## config.mk

```make
export PLATFORM = sky130hd
export DESIGN_NAME = adder_seq
export DESIGN_NICKNAME = d
export VERILOG_FILES = /design/src/rtl/adder_seq_pkg.sv /design/src/rtl/adder_seq_slice.sv /design/src/rtl/adder_seq.sv
export SDC_FILE = /design/constraint.sdc
export NUM_CORES = 1
export LEC_CHECK = 0
export CORE_ASPECT_RATIO = 2
export CORE_UTILIZATION = 28
export DETAILED_ROUTE_END_ITERATION = 8
export GPL_TIMING_DRIVEN = 0
export PLACE_DENSITY = 0.59
export SLEW_MARGIN = 25
export SYNTH_ARGS = -nofsm -noshare
export SYNTH_HDL_FRONTEND = slang
export SYNTH_SLANG_ARGS = --single-unit
```

## constraint.sdc

```tcl
create_clock -name clk -period 13.1 [get_ports clk]
set_input_delay 3.275 -clock clk [delete_from_list [all_inputs] [get_ports clk]]
set_output_delay 3.275 -clock clk [all_outputs]
set_load 0.02 [all_outputs]
```

## src/rtl/adder_seq_pkg.sv

```systemverilog
// rtl/adder_seq_pkg.sv - shared state encoding and counter sizing for adder_seq
package adder_seq_pkg;

  typedef enum logic [1:0] {
    ST_IDLE = 2'd0,
    ST_RUN  = 2'd1,
    ST_DONE = 2'd2
  } state_t;

  // Slice counter width: clog2 of the slice count, never narrower than one bit.
  function automatic int cnt_width(input int n);
    return (n <= 1) ? 1 : $clog2(n);
  endfunction

endpackage

```

## src/rtl/adder_seq_slice.sv

```systemverilog
// rtl/adder_seq_slice.sv - combinational SLICE-bit ripple adder with MSB carry-in tap
module adder_seq_slice #(
  parameter int SLICE = 8
) (
  input  logic [SLICE-1:0] i_a,
  input  logic [SLICE-1:0] i_b,
  input  logic             i_cin,
  output logic [SLICE-1:0] o_sum,
  output logic             o_cout,
  output logic             o_cmsb
);

  logic w_c;

  // The carry entering the top bit is kept separately so the caller can form signed overflow.
  always_comb begin
    w_c    = i_cin;
    o_sum  = '0;
    o_cmsb = i_cin;
    for (int i = 0; i < SLICE; i++) begin
      if (i == SLICE - 1) o_cmsb = w_c;
      o_sum[i] = i_a[i] ^ i_b[i] ^ w_c;
      w_c      = (i_a[i] & i_b[i]) | (w_c & (i_a[i] ^ i_b[i]));
    end
    o_cout = w_c;
  end

endmodule

```

## src/rtl/adder_seq.sv

```systemverilog
// rtl/adder_seq.sv - multi-cycle add/subtract, SLICE bits per clock, start/busy/done handshake
module adder_seq
  import adder_seq_pkg::*;
#(
  parameter int WIDTH = 32,
  parameter int SLICE = 8
) (
  input  logic             clk,
  input  logic             rst_n,
  input  logic             start,
  input  logic [WIDTH-1:0] x,
  input  logic [WIDTH-1:0] y,
  input  logic             cin,
  input  logic             sub,
  output logic             busy,
  output logic             done,
  output logic [WIDTH-1:0] sum,
  output logic             cout,
  output logic             ovf
);

  localparam int N  = WIDTH / SLICE;
  localparam int CW = cnt_width(N);

  state_t           r_state, w_next;
  logic [WIDTH-1:0] r_opa, r_opb, r_work, r_sum, w_work;
  logic             r_carry, r_cout, r_ovf;
  logic [CW-1:0]    r_k;
  logic [SLICE-1:0] w_a, w_b, w_s;
  logic             w_co, w_cmsb, w_run, w_last, w_accept;

  assign w_run    = (r_state == ST_RUN);
  assign w_accept = start && !w_run;
  assign w_last   = w_run && (r_k == CW'(N - 1));
  assign w_a      = r_opa[int'(r_k) * SLICE +: SLICE];
  assign w_b      = r_opb[int'(r_k) * SLICE +: SLICE];

  adder_seq_slice #(.SLICE(SLICE)) u_slice (
    .i_a   (w_a),
    .i_b   (w_b),
    .i_cin (r_carry),
    .o_sum (w_s),
    .o_cout(w_co),
    .o_cmsb(w_cmsb)
  );

  always_comb begin
    w_work = r_work;
    w_work[int'(r_k) * SLICE +: SLICE] = w_s;
  end

  always_ff @(posedge clk or negedge rst_n) begin
    if (!rst_n) r_state <= ST_IDLE;
    else        r_state <= w_next;
  end

  always_comb begin
    w_next = r_state;
    case (r_state)
      ST_IDLE: if (start) w_next = ST_RUN;
      ST_RUN:  if (w_last) w_next = ST_DONE;
      ST_DONE: w_next = start ? ST_RUN : ST_IDLE;
      default: w_next = ST_IDLE;
    endcase
  end

  always_comb begin
    busy = (r_state == ST_RUN);
    done = (r_state == ST_DONE);
  end

  // Subtraction is x + ~y + 1, so cout=1 means no borrow.
  always_ff @(posedge clk or negedge rst_n) begin
    if (!rst_n) begin
      r_opa   <= '0;
      r_opb   <= '0;
      r_work  <= '0;
      r_carry <= 1'b0;
      r_k     <= '0;
      r_sum   <= '0;
      r_cout  <= 1'b0;
      r_ovf   <= 1'b0;
    end else if (w_accept) begin
      r_opa   <= x;
      r_opb   <= sub ? ~y : y;
      r_carry <= sub ? 1'b1 : cin;
      r_k     <= '0;
    end else if (w_run) begin
      r_work  <= w_work;
      r_carry <= w_co;
      r_k     <= r_k + 1'b1;
      if (w_last) begin
        r_sum  <= w_work;
        r_cout <= w_co;
        r_ovf  <= w_co ^ w_cmsb;
      end
    end
  end

  assign sum  = r_sum;
  assign cout = r_cout;
  assign ovf  = r_ovf;

endmodule

```

; ---- Yosys cells after proc, flatten, opt, wreduce, memory -nomap -nowiden
; Index checks and enable logic that the tools add are counted.
[op_classes]
n_addsub = 2
n_eq_ne = 5
shift = 4
mux = 11
bitwise_logic = 43
reduce_logical = 8
[op_table]
columns = op, n
row1 = $shiftx A32 B6 Y8, 2
row2 = $neg A5 Y33, 1
row3 = $shift A8 B33 Y32 const A, 1
row4 = $shiftx A8 B33 Y32, 1
row5 = $bwmux W32, 1
row6 = $mux W32, 1
row7 = $not A32 Y32, 1
row8 = $xor A1 B1 Y1, 17
row9 = $and A1 B1 Y1, 16
row10 = $mux W2, 4
row11 = $or A1 B1 Y1, 8
row12 = $pmux W2 S3, 1
row13 = $eq A2 B2 Y1 const B, 2
row14 = $mux W1, 4
row15 = $reduce_and A2 Y1, 2
row16 = $reduce_and A3 Y1, 1
row17 = $add A2 B1 Y2 const B, 1
row18 = $eq A2 B1 Y1 const B, 1
row19 = $logic_and A1 B1 Y1, 2
row20 = $logic_not A2 Y1, 1
row21 = $ne A2 B1 Y1 const B, 1
row22 = $ne A2 B2 Y1 const B, 1
row23 = $reduce_bool A2 Y1, 1
row24 = $logic_not A1 Y1, 1
row25 = $not A1 Y1, 1
[word_totals]
regBits = 135
in_bits = 69
output_inout_bits = 36

; ---- Logic depth before layout (Yosys ltp)
; Gate-level depths: netlist of the first run.
[depth]
depth_word = 20
ltp_mapped = 18

; ---- Cells and area by module
; From an unflattened synthesis of the first run, not the netlist that was laid out.
[unflattened]
hier_cells = 525
hier_area_um2 = 6388.6
[by_module_without_submodules]
columns = mod, instances, cells_each, area_per_inst_um2, seq_area_each_um2
row1 = adder_seq, 1, 507, 6190.9, 3378.2
row2 = adder_seq_slice, 1, 18, 197.7, 0.0

; ---- Least setup slack after synthesis of the first run
; OpenSTA, ideal clock, no wires.
[synth_path]
path_type = register to register
from = reg r_k[1]
to = reg r_work[23]
setup_time_ns = 0.122
arrival_ns = 4.392
path_slack_ns = 8.586
stages_incl_launch_ff = 18
n_path_buf = 3
cell_sequence = dfrtp_1 buf_2 buf_2 mux4_2 inv_1 fa_1 fa_1 fa_1 fa_1 fa_1 inv_1 fa_1 inv_1 fa_1 inv_1 fa_1 clkbuf_1 a32o_1
[synth_via]
elab_chain_cells = 19
elab_cells_between_ends = 43
cone_classes = 1 x add/sub / 4 x shift / 1 x mux / 37 x bitwise
[synth_rtl]
columns = item, line
row1 = "start, declared", adder_seq.sv:28  ; logic [CW-1:0] r_k;
row2 = "start signal, assigned", adder_seq.sv:91  ; r_k <= r_k + 1'b1;
row3 = $shiftx A32 B6 Y8 (on tied branches), "adder_seq.sv:35, adder_seq.sv:36"
row4 = $xor A1 B1 Y1, "adder_seq_slice.sv:22, adder_seq_slice.sv:23"
row5 = $and A1 B1 Y1, adder_seq_slice.sv:23  ; w_c = (i_a[i] & i_b[i]) | (w_c & (i_a[i] ^ i_b[i]));
row6 = $or A1 B1 Y1, adder_seq_slice.sv:23
row7 = $and A1 B1 Y1, adder_seq_slice.sv:23
row8 = $or A1 B1 Y1, adder_seq_slice.sv:23
row9 = $and A1 B1 Y1, adder_seq_slice.sv:23
row10 = $or A1 B1 Y1, adder_seq_slice.sv:23
row11 = [... 3 more ...], n/a
row12 = $or A1 B1 Y1, adder_seq_slice.sv:23
row13 = $and A1 B1 Y1, adder_seq_slice.sv:23
row14 = $or A1 B1 Y1, adder_seq_slice.sv:23
row15 = $and A1 B1 Y1, adder_seq_slice.sv:23
row16 = $or A1 B1 Y1, adder_seq_slice.sv:23
row17 = $xor A1 B1 Y1, adder_seq_slice.sv:22  ; o_sum[i] = i_a[i] ^ i_b[i] ^ w_c;
row18 = $shiftx A8 B33 Y32, adder_seq.sv:49  ; w_work[int'(r_k) * SLICE +: SLICE] = w_s;
row19 = $bwmux W32 (*), adder_seq.sv:49
row20 = "end signal, assigned", adder_seq.sv:89  ; r_work <= w_work;
row21 = "end, declared", adder_seq.sv:26  ; logic [WIDTH-1:0] r_opa, r_opb, r_work, r_sum, w_work;
; Mark *: on every way between the ends. The rest lies on a longest branch, timed or not.
; A chain may end at the register's enable or synchronous reset.

; ---- Final worst setup path of the first run
[layout_path]
from = reg r_k[1]
to = reg r_sum[7] (netlist: sum[7])
[layout_via]
elab_chain_cells = 19
elab_cells_between_ends = 46
cone_classes = 1 x add/sub / 1 x eq/ne / 4 x shift / 1 x mux / 37 x bitwise / 2 x reduce/logical
[layout_rtl]
columns = item, line
row1 = $shiftx A32 B6 Y8 (on tied branches), "adder_seq.sv:35, adder_seq.sv:36"
row2 = $xor A1 B1 Y1, "adder_seq_slice.sv:22, adder_seq_slice.sv:23"
row3 = $and A1 B1 Y1, adder_seq_slice.sv:23
row4 = $or A1 B1 Y1, adder_seq_slice.sv:23
row5 = $and A1 B1 Y1, adder_seq_slice.sv:23
row6 = $or A1 B1 Y1, adder_seq_slice.sv:23
row7 = $and A1 B1 Y1, adder_seq_slice.sv:23
row8 = $or A1 B1 Y1, adder_seq_slice.sv:23
row9 = [... 3 more ...], n/a
row10 = $or A1 B1 Y1, adder_seq_slice.sv:23
row11 = $and A1 B1 Y1, adder_seq_slice.sv:23
row12 = $or A1 B1 Y1, adder_seq_slice.sv:23
row13 = $and A1 B1 Y1, adder_seq_slice.sv:23
row14 = $or A1 B1 Y1, adder_seq_slice.sv:23
row15 = $xor A1 B1 Y1, adder_seq_slice.sv:22
row16 = $shiftx A8 B33 Y32, adder_seq.sv:49
row17 = $bwmux W32, adder_seq.sv:49
row18 = "end signal, assigned", adder_seq.sv:93  ; r_sum <= w_work;
row19 = "end, declared", adder_seq.sv:26
; Several ways; a longest one is shown, not always the timed one.

==> results.md, run 1 <==
* Status: complete, no violations
* Routed Antenna Nets at 0
* CP max stage delay at between 400 and 500 ps
* Global Route Usage Sum at 15.06%
* Hpwl dp at approximately 13000 um
* Nets@finish at 743
* Post-synth EDFFs at 0
* Syn_area_per_cell at roughly 12 um^2
* CP Launch Type: flip-flop
* WHS Path Cells at 1
* Initial DRC Count at roughly 150
* Worst Hold Launch: r_work[17]$_DFFE_PN0P_
* Die ar. at 24380 um^2
* CTS Buf Count at 17
* Synth warn at 0
* Global-route wire length before repair at 27380 um
* Fin Setup TNS at 0 ps
* Starting Density at 28.60%
* MaxCap Viol Count at 0
* # fillers at about 2300
* Slew Viols, Final at 0
* Post-synthesis net count at 620
* Gpl congestion at 0.7435
* Fin Clk Skew at about 9 ps
* Die width at approximately 110 um
* Resized Gates After CTS at 0
* Initial antenna violation count at 0
* Root buffer cell: clkbuf_16
* Endpoint class of the critical path: flip-flop
* Longest Clk Path Bufs at 2
* HP Class: reg -> reg
* Core area at around 23000 um^2
* Area growth syn-to-layout at 30.06%
* Post-synthesis cell area at ~6600 um^2
* Post-CTS Setup Bufs at 0
* H-tree depth at 4
* Worst R2R Setup Slack at 7810 ps
* Leak at around 3.5 nW
* I/O Pins at 105
* CTS Hold Buffers Added at 0
* CTS tree: built
* Worst-margin pin slew at 486.7 ps
* Wire length per cell at 18.36 um
* Unrepaired setup endpoints after global routing: false
* CP Max Fanout at 10
* Layout cells sized above 1 at 18.13%
* CTS sink count at 135
* ANT cells at 0
* Switching pwr at between 1 and 1.5 mW
* Drt total wl at approximately 18000 um
* RR Startpoint: r_k[1]$_DFFE_PN0P_
* Async S/R FF share, synth at 100.0%
* Post-synthesis register bit count at ~140
* Final Setup Violations at 0
* Reg clk slew, reported paths at 60 ps
* Rel. slew slack at 67.55%
* RR Endpoint: sum[7]$_DFFE_PN0P_
* Largest net degree at the start of global routing at 89
* I/O Buffers at 103
* Std cell rows at 79
* Peak VDD IR at between 0.15 and 0.2 mV
* Final hold slack at 489.8 ps
* Clock group share of total power at between 10% and 20%
* FF-to-FF path depth at 18
* Critical Path, Cell by Cell: buf_2 -> buf_2 -> mux4_2 -> inv_1 -> fa_1 -> fa_1 -> fa_1 -> fa_1 -> fa_1 -> inv_1 -> fa_1 -> inv_1 -> fa_1 -> inv_1 -> fa_1 -> clkbuf_1 -> a21oi_1 -> a21oi_1
* Internal power at 1.511 mW
* Most used cell, CP: fa_1
* Hold Path End: r_work[17]$_DFFE_PN0P_
* Switching Fraction at 41.15%
* Drt via density at 4.740
* Mapped Cells at 537
* CP Class: reg -> reg
* Combinational fraction of design power at between 50% and 60%
* Die Y-Extent at 219.8 um
* First-pass DRT Iterations at 4
* Register area share after synthesis at 50.86%
* Clock latency on the worst-skew pair at 420 ps
* Fmax at roughly 190 MHz
* Required time worst endpoint at 13390 ps
* PD cells at 297.2 nW/um^2
* Crit path max-delay cell type: fa_1
* Vias in the first global route at 4781
* Post-route DRC at 0
* Fin crit share at 40.35%
* Overflow after GRT at 0
* Prevailing post-synth register cell: dfrtp_1
* Via count at roughly 4500
* Unique cell type count in the Yosys netlist at 42
* Arrival time at the worst endpoint at 5580 ps
* Min cycle time layout at 5286 ps
* Final hold violations at 0
* Sequential power share at 28.6%
==> worst max-delay path by stage <==
stage                                  start                     end  cells past startpoint
after detailed placement  r_k[1]$_DFFE_PN0P_      sum[7]$_DFFE_PN0P_                     18
after global routing      r_k[1]$_DFFE_PN0P_      sum[7]$_DFFE_PN0P_                     18
after global placement                 rst_n     sum[30]$_DFFE_PN0P_                      1
after CTS                 r_k[1]$_DFFE_PN0P_      sum[7]$_DFFE_PN0P_                     18
after floorplan           r_k[1]$_DFFE_PN0P_  r_work[23]$_DFFE_PN0P_                     17
final                     r_k[1]$_DFFE_PN0P_      sum[7]$_DFFE_PN0P_                     18
==> logic make-up (layout without fill, tap and decap cells) <==
| kind of cell | after synthesis | count (layout) | synth area share (%) |
|---|---|---|---|
| AND/OR/NAND/NOR | 92 | 92 | 8.231 |
| multiplexers | 50 | 50 | 13.22 |
| XOR/XNOR | 33 | 33 | 4.351 |
| flip-flops | 135 | 135 | 50.86 |
| buffers and inverters | 65 | 201 | 5.632 |
| adder cells (fa/ha/maj) | 14 | 14 | 3.541 |
| AO/OA/AOI/OAI | 148 | 148 | 14.16 |
==> cells in the final DEF (no fill, tap or decap), drive strengths merged <==
cell type	instances
dfrtp	135
clkdlybuf4s50	102
o21ai	66
nand2b	37
mux2	34
xnor2	33
buf	31
inv	29
nor2	28
clkbuf	28
o2bb2ai	24
a31oi	18
a21oi	17
mux4	16
nand2	11
nor2b	8
fa	8
o21a	7
a32o	6
o221ai	6
ha	6
clkinvlp	6
and4bb	3
clkinv	3
a22o	2
bufinv	2
and2b	1
and4b	1
and3b	1
nand4b	1
o22ai	1
nand3	1
o31ai	1
==> synth_stat cells, drive strengths merged, types with 16 or more instances <==
library cell,count,area [um^2]
a31oi,18,118.9
a21oi,17,85.08
mux2,34,503.0
mux4,16,375.4
nor2,28,121.4
o21ai,66,330.3
dfrtp,135,3378
buf,29,232.7
xnor2,33,289.0
inv,26,102.6
o2bb2ai,24,210.2
nand2b,37,239.0
==> power by group through the flow <==
stage               sequential, mW  combinational [mW]  clock (mW)
finish                       0.735                1.36       0.475
global route                 0.759                1.47       0.501
detailed placement           0.740                1.39           0
global placement             0.736                1.37           0
CTS                          0.735                1.39       0.484
floorplan                    0.767               0.831           0
==> stage by stage <==
step / area (um^2) / power [mW] / setup slack, ps / instances / utilization, %
finish: 8640 / 2.568 / 7814 / 956 / 37.19
global route: 8640 / 2.726 / 7586 / 956 / 37.19
CTS: 8640 / 2.607 / 7745 / 956 / 37.19
detailed placement: 8060 / 2.127 / 7759 / 924 / 34.70
global placement: 8028 / 2.102 / 3246 / 923 / 34.56
floorplan: 6643 / 1.597 / 8586 / 537 / -
==> registers in the layout, indices dropped and copies added, names as in the netlist <==
| signal | count |
|---|---|
| ovf | 1 |
| r_opb | 32 |
| r_k | 2 |
| sum | 32 |
| cout | 1 |
| r_work | 32 |
| r_state | 2 |
| r_carry | 1 |
| r_opa | 32 |
==> per-layer routing <==
metal  vias up  routed length [um]  track usage (%)  share of wire, %
met5         -                   0                0                 0
met4         0                 632            7.600               3.6
met3        25                 432            2.585               2.5
met2        93               10230            29.52                58
met1      2266                6256            14.98                36
li1       2147                   -                -                 -
==> worst max-delay path, delay by kind of cell (launching register included) <==
family          cells  cell delay [ps]
fa+ha+maj           8             2920
buf+inv             7             1150
compound gates      2              440
mux                 1              230
flops               1              400
==> cell type report <==
cell class | instances | area [um^2] | area share, %
multi-input combinational | 337 | 2890 | 33.45
clock buffer | 18 | 429.2 | 4.967
clock inverter | 14 | 150.1 | 1.738
buffer | 39 | 271.5 | 3.143
timing repair buffer | 104 | 1064 | 12.31
tap | 283 | 354.1 | 4.098
inverter | 26 | 102.6 | 1.188
sequential | 135 | 3378 | 39.10
No activity file was read; power rests on OpenSTA's default activity.
==> run 2, diff against run 1 <==
- clock period: 13.1 -> 5.5 ns (I/O delays scaled with it)
==> run 2 against run 1 <==
Compared with the run above: via count about the same; register-to-register slack got worse by 7500 ps; hold slack about the same; non-clock buffer count unchanged; utilization about the same.
==> results.md, run 2 (synthesis results as in run 1) <==
* Status: complete, no violations
* Endpoint class of the critical path: flip-flop
* Hpwl dp at 13370 um
* Worst-margin pin slew at ~490 ps
* Gpl congestion at 0.7435
* Min cycle time layout at 5236 ps
* I/O Pins at 105
* Initial DRC Count at 147
* Util after Layout at 37.20%
* Rel. slew slack at 67.55%
* MaxCap Viol Count at 0
* WHS Path Cells at 1
* FF-to-FF path depth at 18
* Drt via density at 4.738
* Core area at 23230 um^2
* First-pass DRT Iterations at 4
* Post-route DRC at 0
* Fin crit share at 95.20%
* Routed Antenna Nets at 0
* CP Max Fanout at 10
* Starting Density at 28.60%
* Final hold slack at between 400 and 500 ps
* Fin Setup TNS at 0 ps
* Overflow after GRT at 0
* Setup Slack @ Placement at 158.9 ps
* Peak VDD IR at 0.3952 mV
* I/O Buffers at 103
* Die width at 110.9 um
* Arrival time at the worst endpoint at 5530 ps
* Global-route wire length before repair at around 27000 um
* CP Class: reg -> reg
* Wire length per cell at ~18 um
* Fmax at 191.0 MHz
* Post-CTS Setup Bufs at 0
* H-tree depth at 4
* Via count at 4530
* Unrepaired setup endpoints after global routing: false
* CTS tree: built
* Required time worst endpoint at 5790 ps
* Global Route Usage Sum at 15.06%
* PnR worst setup slack at between 200 and 300 ps
* HP Class: reg -> reg
* Std cell rows at 79
* Internal power at ~3.6 mW
* Drt total wl at 17550 um
* Clock latency on the worst-skew pair at 420 ps
* Switching Fraction at 41.15%
* Area growth syn-to-layout at 30.10%
* Combinational fraction of design power at 52.9%
* PD cells at 707.9 nW/um^2
* Resized Gates After CTS at 0
* Fin Clk Skew at 8.988 ps
* Sequential power share at 28.6%
* Leading cell type in the layout, fill and taps excluded: dfrtp_1
* Nets@finish at 743
* Reg clk slew, reported paths at 60 ps
* Longest Clk Path Bufs at 2
* Initial antenna violation count at 0
* Root buffer cell: clkbuf_16
* Layout cells sized above 1 at 18.13%
* CTS Hold Buffers Added at 0
* Vias in the first global route at between 4000 and 5000
* ANT cells at 0
* CP Launch Type: flip-flop
* Clock group share of total power at 18.5%
* CTS sink count at 135
* Switching pwr at 2.518 mW
* Final Setup Violations at 0
* Die ar. at 24380 um^2
* Final hold violations at 0
* Largest net degree at the start of global routing at 89
* Slew Viols, Final at 0
* Die Y-Extent at 219.8 um
* Leak at 3.534 nW
* CTS Buf Count at 17
* Commonest cells after routing, fill and taps aside: dfrtp_1 (135), clkdlybuf4s50_1 (102), o21ai_0 (63), nand2b_1 (36), xnor2_1 (33)
-- run 2: cell type report --
cell class | count | area, um^2
Clock inverter | 14 | 150.1
Fill cell | 2282 | 14590
Tap cell | 283 | 354.1
Multi-Input combinational cell | 337 | 2890
Sequential cell | 135 | 3378
Timing Repair Buffer | 104 | 1064
Inverter | 26 | 102.6
Clock buffer | 18 | 429.2
Buffer | 39 | 274.0
-- run 2: path summary, 6_finish.rpt --
check	from	slack [ps]	endpoint
worst min register to register	r_work[17]$_DFFE_PN0P_	490	r_work[17]$_DFFE_PN0P_
min in group asynchronous	rst_n	840	r_opa[11]$_DFFE_PN0P_
worst max register to register	r_k[1]$_DFFE_PN0P_	260	sum[7]$_DFFE_PN0P_
worst min-delay path	r_work[17]$_DFFE_PN0P_	490	r_work[17]$_DFFE_PN0P_
worst max-delay path	r_k[1]$_DFFE_PN0P_	260	sum[7]$_DFFE_PN0P_
max in group asynchronous	rst_n	3860	r_work[20]$_DFFE_PN0P_
-- run 2: worst max-delay path, stage by stage, from the launching register on --
cell,delay (ps)
dfrtp_1,400
buf_2,280
clkbuf_4,290
mux4_2,200
inv_1,90
fa_1,410
fa_1,380
fa_1,390
fa_1,390
fa_1,370
inv_1,80
fa_1,170
inv_1,50
fa_1,410
inv_1,90
fa_1,400
clkbuf_1,250
a21oi_1,320
a21oi_1,120
-- run 2: routing by layer --
layer  wire [um]  up-vias  GRT usage [%]
li1            -     2147              -
met4         632        0          7.600
met1        6261     2265          14.98
met5           0        -              0
met3         432       25          2.585
met2       10220       93          29.52
-- run 2: power by group through the flow --
stage	sequential [mW]	combinational, mW	clock (mW)
after floorplan	1.83	1.98	0
final	1.75	3.24	1.13
after global placement	1.75	3.25	0
after global routing	1.81	3.49	1.19
after CTS	1.75	3.31	1.15
after detailed placement	1.76	3.30	0
-- run 2: per-stage QoR --
step                      power [mW]  cell area, um^2  std cells
after global placement         5.006             8028        923
final                          6.118             8642        956
after CTS                      6.210             8640        956
after global routing           6.494             8642        956
after floorplan                3.804             6643        537
after detailed placement       5.067             8060        924
